==> src/rtl/ceespu_gpu_pkg.sv <==
// Shared definitions for the GPU text-RAM controller:
// command codes, engine FSM encoding and default geometry.
package ceespu_gpu_pkg;

  localparam int DEF_COLS = 80;
  localparam int DEF_ROWS = 30;

  localparam logic [1:0] CMD_CLEAR  = 2'b01;
  localparam logic [1:0] CMD_SCROLL = 2'b10;

  typedef enum logic [2:0] {
    IDLE     = 3'd0,
    CLR      = 3'd1,
    SCR_RD   = 3'd2,
    SCR_WR   = 3'd3,
    SCR_FILL = 3'd4,
    DONE     = 3'd5
  } state_e;

endpackage

==> src/rtl/ceespu_port_arb.sv <==
// Single RAM port mux, CPU over engine, plus the CPU
// read-valid path aligned to the RAM's one-cycle latency.
module ceespu_port_arb #(
  parameter int ADDR_W = 12
) (
  input  logic              clk_i,
  input  logic              rst_i,
  input  logic              cpu_req_i,
  input  logic              cpu_we_i,
  input  logic [ADDR_W-1:0] cpu_addr_i,
  input  logic [7:0]        cpu_char_i,
  input  logic [15:0]       cpu_colour_i,
  input  logic              eng_en_i,
  input  logic              eng_we_i,
  input  logic [ADDR_W-1:0] eng_addr_i,
  input  logic [7:0]        eng_char_i,
  input  logic [15:0]       eng_colour_i,
  input  logic [7:0]        ram_char_i,
  input  logic [15:0]       ram_colour_i,
  output logic              eng_gnt_o,
  output logic              ram_en_o,
  output logic              ram_we_o,
  output logic [ADDR_W-1:0] ram_addr_o,
  output logic [7:0]        ram_char_o,
  output logic [15:0]       ram_colour_o,
  output logic              cpu_rvalid_o,
  output logic [7:0]        cpu_rchar_o,
  output logic [15:0]       cpu_rcolour_o
);

  logic rvalid_q, rvalid_d;

  assign eng_gnt_o = ~cpu_req_i;

  always_comb begin
    ram_en_o     = eng_en_i;
    ram_we_o     = eng_we_i;
    ram_addr_o   = eng_addr_i;
    ram_char_o   = eng_char_i;
    ram_colour_o = eng_colour_i;
    if (cpu_req_i) begin
      ram_en_o     = 1'b1;
      ram_we_o     = cpu_we_i;
      ram_addr_o   = cpu_addr_i;
      ram_char_o   = cpu_char_i;
      ram_colour_o = cpu_colour_i;
    end
  end

  assign rvalid_d = cpu_req_i & ~cpu_we_i;

  always_ff @(posedge clk_i or posedge rst_i) begin
    if (rst_i) rvalid_q <= 1'b0;
    else       rvalid_q <= rvalid_d;
  end

  // RAM data is already registered; gate it so idle outputs stay 0
  assign cpu_rvalid_o  = rvalid_q;
  assign cpu_rchar_o   = rvalid_q ? ram_char_i   : 8'h00;
  assign cpu_rcolour_o = rvalid_q ? ram_colour_i : 16'h0000;

endmodule

==> src/rtl/ceespu_console_ctrl.sv <==
// Text/colour RAM write-side controller: CPU cell access
// with CLEAR / SCROLL bulk engine stalled by CPU traffic.
module ceespu_console_ctrl
  import ceespu_gpu_pkg::*;
#(
  parameter int COLS   = DEF_COLS,
  parameter int ROWS   = DEF_ROWS,
  parameter int ADDR_W = 12
) (
  input  logic              I_sys_clk,
  input  logic              I_sys_rst,
  input  logic              I_cpu_req,
  input  logic              I_cpu_we,
  input  logic [ADDR_W-1:0] I_cpu_addr,
  input  logic [7:0]        I_cpu_char,
  input  logic [15:0]       I_cpu_colour,
  output logic              O_cpu_rvalid,
  output logic [7:0]        O_cpu_rchar,
  output logic [15:0]       O_cpu_rcolour,
  input  logic              I_cmd_valid,
  input  logic [1:0]        I_cmd,
  input  logic [7:0]        I_fill_char,
  input  logic [15:0]       I_fill_colour,
  output logic              O_busy,
  output logic              O_done,
  output logic              O_ram_en,
  output logic              O_ram_we,
  output logic [ADDR_W-1:0] O_ram_addr,
  output logic [7:0]        O_ram_char,
  output logic [15:0]       O_ram_colour,
  input  logic [7:0]        I_ram_char,
  input  logic [15:0]       I_ram_colour
);

  localparam logic [ADDR_W-1:0] LAST_A = ADDR_W'(COLS*ROWS-1);
  localparam logic [ADDR_W-1:0] BOT_A  = ADDR_W'(COLS*(ROWS-1));
  localparam logic [ADDR_W-1:0] COLS_A = ADDR_W'(COLS);

  state_e            state_q, state_d;
  logic [ADDR_W-1:0] cnt_q, cnt_d, cnt_inc;
  logic [7:0]        fchar_q, fchar_d;
  logic [15:0]       fcol_q, fcol_d;
  logic [7:0]        hchar_q;
  logic [15:0]       hcol_q;
  logic              rdp_q, rdp_d;

  logic              gnt;
  logic              eng_en, eng_we;
  logic [ADDR_W-1:0] eng_addr;
  logic [7:0]        eng_char;
  logic [15:0]       eng_col;

  assign cnt_inc = cnt_q + 1'b1;
  assign rdp_d   = (state_q == SCR_RD) & gnt;

  always_ff @(posedge I_sys_clk or posedge I_sys_rst) begin
    if (I_sys_rst) begin
      state_q <= IDLE;
      cnt_q   <= '0;
      fchar_q <= '0;
      fcol_q  <= '0;
      hchar_q <= '0;
      hcol_q  <= '0;
      rdp_q   <= 1'b0;
    end else begin
      state_q <= state_d;
      cnt_q   <= cnt_d;
      fchar_q <= fchar_d;
      fcol_q  <= fcol_d;
      rdp_q   <= rdp_d;
      if (rdp_q) begin
        hchar_q <= I_ram_char;
        hcol_q  <= I_ram_colour;
      end
    end
  end

  always_comb begin
    state_d = state_q;
    cnt_d   = cnt_q;
    fchar_d = fchar_q;
    fcol_d  = fcol_q;
    unique case (state_q)
      IDLE: begin
        if (I_cmd_valid &&
            (I_cmd == CMD_CLEAR || I_cmd == CMD_SCROLL)) begin
          fchar_d = I_fill_char;
          fcol_d  = I_fill_colour;
          cnt_d   = '0;
          state_d = (I_cmd == CMD_CLEAR) ? CLR : SCR_RD;
        end
      end
      CLR, SCR_FILL: begin
        if (gnt) begin
          if (cnt_q == LAST_A) begin
            state_d = DONE;
            cnt_d   = '0;
          end else begin
            cnt_d = cnt_inc;
          end
        end
      end
      SCR_RD: begin
        if (gnt) state_d = SCR_WR;
      end
      SCR_WR: begin
        if (gnt) begin
          cnt_d   = cnt_inc;
          state_d = (cnt_inc == BOT_A) ? SCR_FILL : SCR_RD;
        end
      end
      DONE: begin
        state_d = IDLE;
      end
      default: begin
        state_d = IDLE;
      end
    endcase
  end

  always_comb begin
    eng_en   = 1'b0;
    eng_we   = 1'b0;
    eng_addr = '0;
    eng_char = '0;
    eng_col  = '0;
    O_busy   = 1'b0;
    O_done   = 1'b0;
    unique case (state_q)
      CLR, SCR_FILL: begin
        eng_en   = 1'b1;
        eng_we   = 1'b1;
        eng_addr = cnt_q;
        eng_char = fchar_q;
        eng_col  = fcol_q;
        O_busy   = 1'b1;
      end
      SCR_RD: begin
        eng_en   = 1'b1;
        eng_addr = cnt_q + COLS_A;
        O_busy   = 1'b1;
      end
      SCR_WR: begin
        // Source data is live on the RAM bus right after the read
        eng_en   = 1'b1;
        eng_we   = 1'b1;
        eng_addr = cnt_q;
        eng_char = rdp_q ? I_ram_char : hchar_q;
        eng_col  = rdp_q ? I_ram_colour : hcol_q;
        O_busy   = 1'b1;
      end
      DONE: begin
        O_done = 1'b1;
      end
      default: begin
        O_busy = 1'b0;
      end
    endcase
  end

  ceespu_port_arb #(
    .ADDR_W(ADDR_W)
  ) u_arb (
    .clk_i        (I_sys_clk),
    .rst_i        (I_sys_rst),
    .cpu_req_i    (I_cpu_req),
    .cpu_we_i     (I_cpu_we),
    .cpu_addr_i   (I_cpu_addr),
    .cpu_char_i   (I_cpu_char),
    .cpu_colour_i (I_cpu_colour),
    .eng_en_i     (eng_en),
    .eng_we_i     (eng_we),
    .eng_addr_i   (eng_addr),
    .eng_char_i   (eng_char),
    .eng_colour_i (eng_col),
    .ram_char_i   (I_ram_char),
    .ram_colour_i (I_ram_colour),
    .eng_gnt_o    (gnt),
    .ram_en_o     (O_ram_en),
    .ram_we_o     (O_ram_we),
    .ram_addr_o   (O_ram_addr),
    .ram_char_o   (O_ram_char),
    .ram_colour_o (O_ram_colour),
    .cpu_rvalid_o (O_cpu_rvalid),
    .cpu_rchar_o  (O_cpu_rchar),
    .cpu_rcolour_o(O_cpu_rcolour)
  );

endmodule

==> config.mk <==
export PLATFORM = sky130hd
export DESIGN_NAME = ceespu_console_ctrl
export DESIGN_NICKNAME = d
export VERILOG_FILES = /design/src/rtl/ceespu_gpu_pkg.sv /design/src/rtl/ceespu_port_arb.sv /design/src/rtl/ceespu_console_ctrl.sv
export SDC_FILE = /design/constraint.sdc
export NUM_CORES = 1
export LEC_CHECK = 0
export CORE_ASPECT_RATIO = 1.75
export CORE_UTILIZATION = 49
export CTS_BUF_LIST = sky130_fd_sc_hd__clkbuf_4
export CTS_CLUSTER_SIZE = 8
export DETAILED_ROUTE_END_ITERATION = 16
export PLACE_DENSITY = 0.86
export SYNTH_ARGS = -nofsm -noshare
export SYNTH_HDL_FRONTEND = slang
export SYNTH_SLANG_ARGS = --single-unit
export TNS_END_PERCENT = 5
==> constraint.sdc <==
create_clock -name I_sys_clk -period 5.1 [get_ports I_sys_clk]
set_input_delay 1.53 -clock I_sys_clk [delete_from_list [all_inputs] [get_ports I_sys_clk]]
set_output_delay 1.53 -clock I_sys_clk [all_outputs]
set_load 0.1 [all_outputs]
Yosys cells after proc, flatten, opt, wreduce, memory -nomap -nowiden
Cells that the tools add are included.
{ "totals": {"regBits": 65, "in_bits": 91, "out_inout_bits": 65, "elab_cells": 66} }
{ "op_classes": {"muxes": 28, "addsub": 2, "eq_ne": 14, "n_reduce_logical": 10, "bitwise": 4} }
{ "ops": {"columns": ["cell", "n"], "rows": [
  ["12-bit 2-to-1 mux", 5],
  ["16-bit 2-to-1 mux", 3],
  ["12-bit one-hot mux with 3 select lines", 1],
  ["16-bit one-hot mux with 2 select lines", 1],
  ["12-bit == test, second input constant", 2],
  ["8-bit 2-to-1 mux", 3],
  ["12-bit one-hot mux with 2 select lines", 1],
  ["3-bit 2-to-1 mux", 6],
  ["8-bit one-hot mux with 2 select lines", 1],
  ["12-bit by 1-bit adder with 12-bit output, second input constant", 1],
  ["12-bit by 7-bit adder with 12-bit output, second input constant", 1],
  ["3-bit one-hot mux with 4 select lines", 1],
  ["2-bit != test, second input constant", 5],
  ["3-bit by 2-bit == test with 1-bit output, second input constant", 2],
  ["3-bit == test, second input constant", 2],
  ["1-bit 2-to-1 mux", 5],
  ["5-bit AND reduction", 1],
  ["4-bit AND reduction", 1],
  ["4-bit OR reduction", 1],
  ["3-bit by 1-bit == test with 1-bit output, second input constant", 1],
  ["3-bit zero test", 1],
  ["3-bit nonzero test", 1],
  ["3-bit OR reduction", 1],
  ["1-bit AND", 2],
  ["other kinds (8)", 9]
]} }

Longest topological paths before layout
{ "logic_depth": {"ltp_word": 5, "mapped_depth": 8, "mapped_depth_nobuf": 7} }

Cells and area by module
From an unflattened synthesis, not the netlist that was laid out.
{ "unflattened": {"hier_cells": 384, "hier_area_um2": 4055.1} }
{ "by_module_without_submodules": {"columns": ["mod", "area_per_inst_um2", "cells_each", "seq_area_each_um2", "n_inst"], "rows": [
  ["ceespu_console_ctrl", 3390.8, 312, 1601.5, 1],
  ["ceespu_port_arb", 664.4, 72, 25.0, 1]
]} }

Worst setup path before layout
No wires, ideal clock.
{ "synth_timing": {"path_kind": "flip-flop to output port", "start": "reg state_q[0]", "end": "out O_ram_addr[0]", "t_arrival_ns": 4.572, "slack_ns": -1.002, "n_path_buf": 1, "path_stages_with_launch": 7, "required_ns": 3.570, "path_cell_list": "dfrtp_1 > clkbuf_8 > nor2_1 > nor2b_1 > nor2_1 > nand2_1 > o21ai_0"} }
{ "synth_via": {"elab_chain_len": 4, "elab_cells_between_ends": 7, "cone_classes": "4 x eq/ne; 2 x mux; 1 x reduce/logical"} }
{ "synth_lines": {"columns": ["element", "line", "source"], "rows": [
  ["start: declaration", "ceespu_console_ctrl.sv:39", "state_e state_q, state_d;"],
  ["start signal: assignment", "ceespu_console_ctrl.sv:66", "state_q <= state_d;"],
  ["3-bit by 2-bit == test with 1-bit output (tied with other cells)", "ceespu_console_ctrl.sv:129", "unique case (state_q)"],
  ["3-bit OR reduction (no line)", null, null],
  ["12-bit one-hot mux with 2 select lines (*)", "ceespu_console_ctrl.sv:129", null],
  ["12-bit 2-to-1 mux (*)", "ceespu_port_arb.sv:41", "if (cpu_req_i) begin"],
  ["end: declaration", "ceespu_console_ctrl.sv:28", "output logic [ADDR_W-1:0] O_ram_addr,"]
]} }
Every way passes the cells marked *; elsewhere a longest branch is shown, timed or not.

Worst setup path after layout
{ "layout_timing": {"start": "in I_ram_char[0]", "end": "out O_ram_char[0]"} }
{ "layout_via": {"elab_chain_len": 3} }
{ "layout_lines": {"columns": ["element", "line", "source"], "rows": [
  ["start: declaration", "ceespu_console_ctrl.sv:31", "input logic [7:0] I_ram_char,"],
  ["8-bit 2-to-1 mux", null, null],
  ["8-bit one-hot mux with 2 select lines", "ceespu_console_ctrl.sv:129", null],
  ["8-bit 2-to-1 mux", "ceespu_port_arb.sv:41", null],
  ["end: declaration", "ceespu_console_ctrl.sv:29", "output logic [7:0] O_ram_char,"]
]} }
Every way passes these cells.

==> results.json <==
{
  "first_pass_iters": 5,
  "hold_buffers": 0,
  "ys_warn_count": 0,
  "cp.arrival_ns": 2.84,
  "clockBufferDepth": 2,
  "grt_use_total_pct": 27.2,
  "gp_congestion": 0.985,
  "outcome": "finished, final reports clean",
  "slew_violations": 0,
  "dpl.hpwl_um": 8410,
  "cts-root-buf": "clkbuf_4",
  "ys_ff_latch": 65,
  "hold_viol_final": 0,
  "viasPerCell": 5.90,
  "syn_area_um2": 3990,
  "yosysUniqueCellTypes": 65,
  "overflow": 0,
  "async_reset_ff_share_pct": 100,
  "synth_top_cell_by_area": "dfrtp_1",
  "cap_viol_max_count": 0,
  "clock.fmax_mhz": 229,
  "synth_top_cells_by_area": "dfrtp_1, mux2_2, o21ai_0",
  "clk_latency_ns": 0.41,
  "route.detailed.drc": 0,
  "io_buffer_count": 155,
  "hold_path.class": "reg -> reg",
  "cts_tree": "done",
  "clock-sinks": 65,
  "worstPathCellList": "clkdlybuf4s50_1 > mux2_2 > a22oi_1 > o21ai_0 > buf_12",
  "grt_max_degree": 72,
  "avgSynthCellArea_um2": 9.48,
  "die_h_um": 121,
  "critical_path_buf_inv_count": 2,
  "initial_core_util_pct": 50.5,
  "die_x_um": 70.2,
  "slowest_delay_ns": 0.44,
  "ant_nets": 0,
  "htreeDepth": 3,
  "startpoint_type": "primary input",
  "grt_pass1_vias": 3743,
  "numCtsBuffers": 9,
  "rsz0062_at_grt": "false",
  "stdcell_area_um2": 5550,
  "holdWs_ns": 0.503,
  "drtIter0Drc": 236,
  "cts_resized": 0,
  "slowest_stage": "clkdlybuf4s50_1",
  "synth_edf_count": 0,
  "slew_headroom_pct": 28.2,
  "worst_pin_slew_ns": 1.08,
  "cp_top_family": "buffers and inverters",
  "p_per_area_nw_per_um2": 497,
  "nNetsFinal": 653,
  "coreArea_um2": 7910,
  "finClkSkew_ns": 0.0108,
  "setup_viol": 0,
  "dr_total_vias": 3832,
  "worstPathMaxFanout": 2,
  "num_io_pins": 156,
  "end_kind": "primary output",
  "syn_nets": 517,
  "power_leakage_nw": 2.35,
  "place_area_um2": 5450,
  "dieArea_um2": 8520,
  "row_count": 43,
  "layout-drive-gt1-share_pct": 26.6,
  "grt_antenna_before_repair": 0,
  "synthCells": 421,
  "ys_seq_area_share_pct": 40.8,
  "period_needed_ns": 4.37,
  "critical_path_class": "in -> out",
  "cts_setup_buffers": 0,
  "ir_drop_mv": 0.567,
  "syn_to_final_growth_pct": 39.1,
  "wl_per_cell_um": 17.3,
  "grt_pass1_wl_um": 17900,
  "fin_total_pwr_w": 0.00276,
  "synth_top_cell_area_share_pct": 40.8,
  "routed_wl_um": 11300,
  "synth_ff_type": "dfrtp_1",
  "post-route-period-util_pct": 85.7,
  "antenna_cells": 0,
  "path_clk_slew_ns": 0.09,
  "crit_required_ns": 3.57
}
## power by group
group | switching [W] | internal (W)
sequential | 0.000137 | 0.000721
clock | 0.000167 | 0.000109
combinational | 0.00108 | 0.000548
total | 0.00138 | 0.00138
## sequential cells by signal, summed over array words and instances (netlist names)
signal,flops
fcol_q,16
hcol_q,16
cnt_q,12
fchar_q,8
hchar_q,8
state_q,3
rdp_q,1
u_arb.cpu_rvalid_o,1
## metal layers
metal  GRT usage [%]  part of all wire [%]  vias up
li1                -                     -     1795
met1            28.0                    36     1842
met2            52.1                    55      169
met3            4.98                   5.2       26
met4            12.5                   3.2        0
met5               0                     0        -
## cell type report
cell class	count	area [um^2]
clock buffers	12	90.1
clock inverters	2	7.51
fillers	615	2360
inverters	9	33.8
multi-input cells	311	2140
flip-flops and latches	65	1630
well taps	90	113
repair buffers	161	1530
## cell families (layout without fill, tap and decap cells)
group / Yosys count / count (layout) / share of synthesized area [%]
AND/OR/NAND/NOR: 130 / 130 / 17.4
AO/OA/AOI/OAI: 123 / 123 / 20.0
flip-flops: 65 / 65 / 40.8
multiplexers: 49 / 49 / 13.8
buffers and inverters: 45 / 184 / 5.64
adder cells (fa/ha/maj): 5 / 5 / 1.57
XOR/XNOR: 4 / 4 / 0.878
## stage by stage
stage | setup TNS, ns | utilization, % | instances | setup WS [ns]
after global placement | 0 | 68.9 | 636 | 0.721
after detailed placement | 0 | 68.9 | 636 | 0.742
final | 0 | 70.2 | 650 | 0.728
after CTS | 0 | 70.2 | 650 | 0.739
after floorplan | -10.67 | - | 421 | -0.389
after global routing | 0 | 70.2 | 650 | 0.671
## synthesized netlist by cell type, types with 2 or more instances
master / n
o21a_1: 2
nor2_1: 14
nor4_1: 2
or2b_2: 2
nand3_1: 7
ha_1: 5
inv_1: 9
a22o_2: 2
clkbuf_8: 2
a31oi_1: 11
o21ai_1: 4
mux2_2: 48
buf_2: 8
o21ai_0: 40
and2_1: 25
nor3b_1: 2
dfrtp_1: 65
nor2b_1: 2
xor2_1: 3
clkbuf_1: 21
and3_2: 2
o22ai_1: 2
nor3_1: 3
a22oi_1: 26
a31o_2: 2
nand2_1: 47
nand2b_1: 4
and3_1: 2
a21oi_1: 16
and4_1: 3
nand4_1: 4
buf_6: 3
## worst paths after layout
path,startpoint,endpoint,slack (ns),cells past startpoint
worst max-delay path,I_ram_char[0],O_ram_char[0],0.73,5
worst min-delay path,hcol_q[5]$_DFF_PP0_,hcol_q[5]$_DFF_PP0_,0.50,1
worst max register to register,cnt_q[4]$_DFFE_PP0P_,state_q[1]$_DFFE_PP0P_,2.72,6
worst min register to register,hcol_q[5]$_DFF_PP0_,hcol_q[5]$_DFF_PP0_,0.50,1
max in group asynchronous,I_sys_rst,hchar_q[0]$_DFF_PP0_,2.61,3
min in group asynchronous,I_sys_rst,cnt_q[7]$_DFFE_PP0P_,1.66,2
## cells in the final DEF, fill, tap and decap left out, types with 3 or more instances in the layout
master / n
dfrtp_1: 65
a21oi_1: 15
xor2_1: 3
nor2_1: 13
nand2_1: 47
buf_12: 8
and4_1: 3
buf_4: 61
ha_1: 5
o21ai_1: 8
a31oi_1: 11
nand3_1: 7
o21ai_0: 36
mux2_2: 48
nand2b_1: 4
clkdlybuf4s50_1: 91
a22oi_1: 26
clkbuf_4: 12
nor3_1: 3
nand4_1: 4
and2_1: 25
inv_1: 8
No activity file was read; power rests on OpenSTA's default activity.
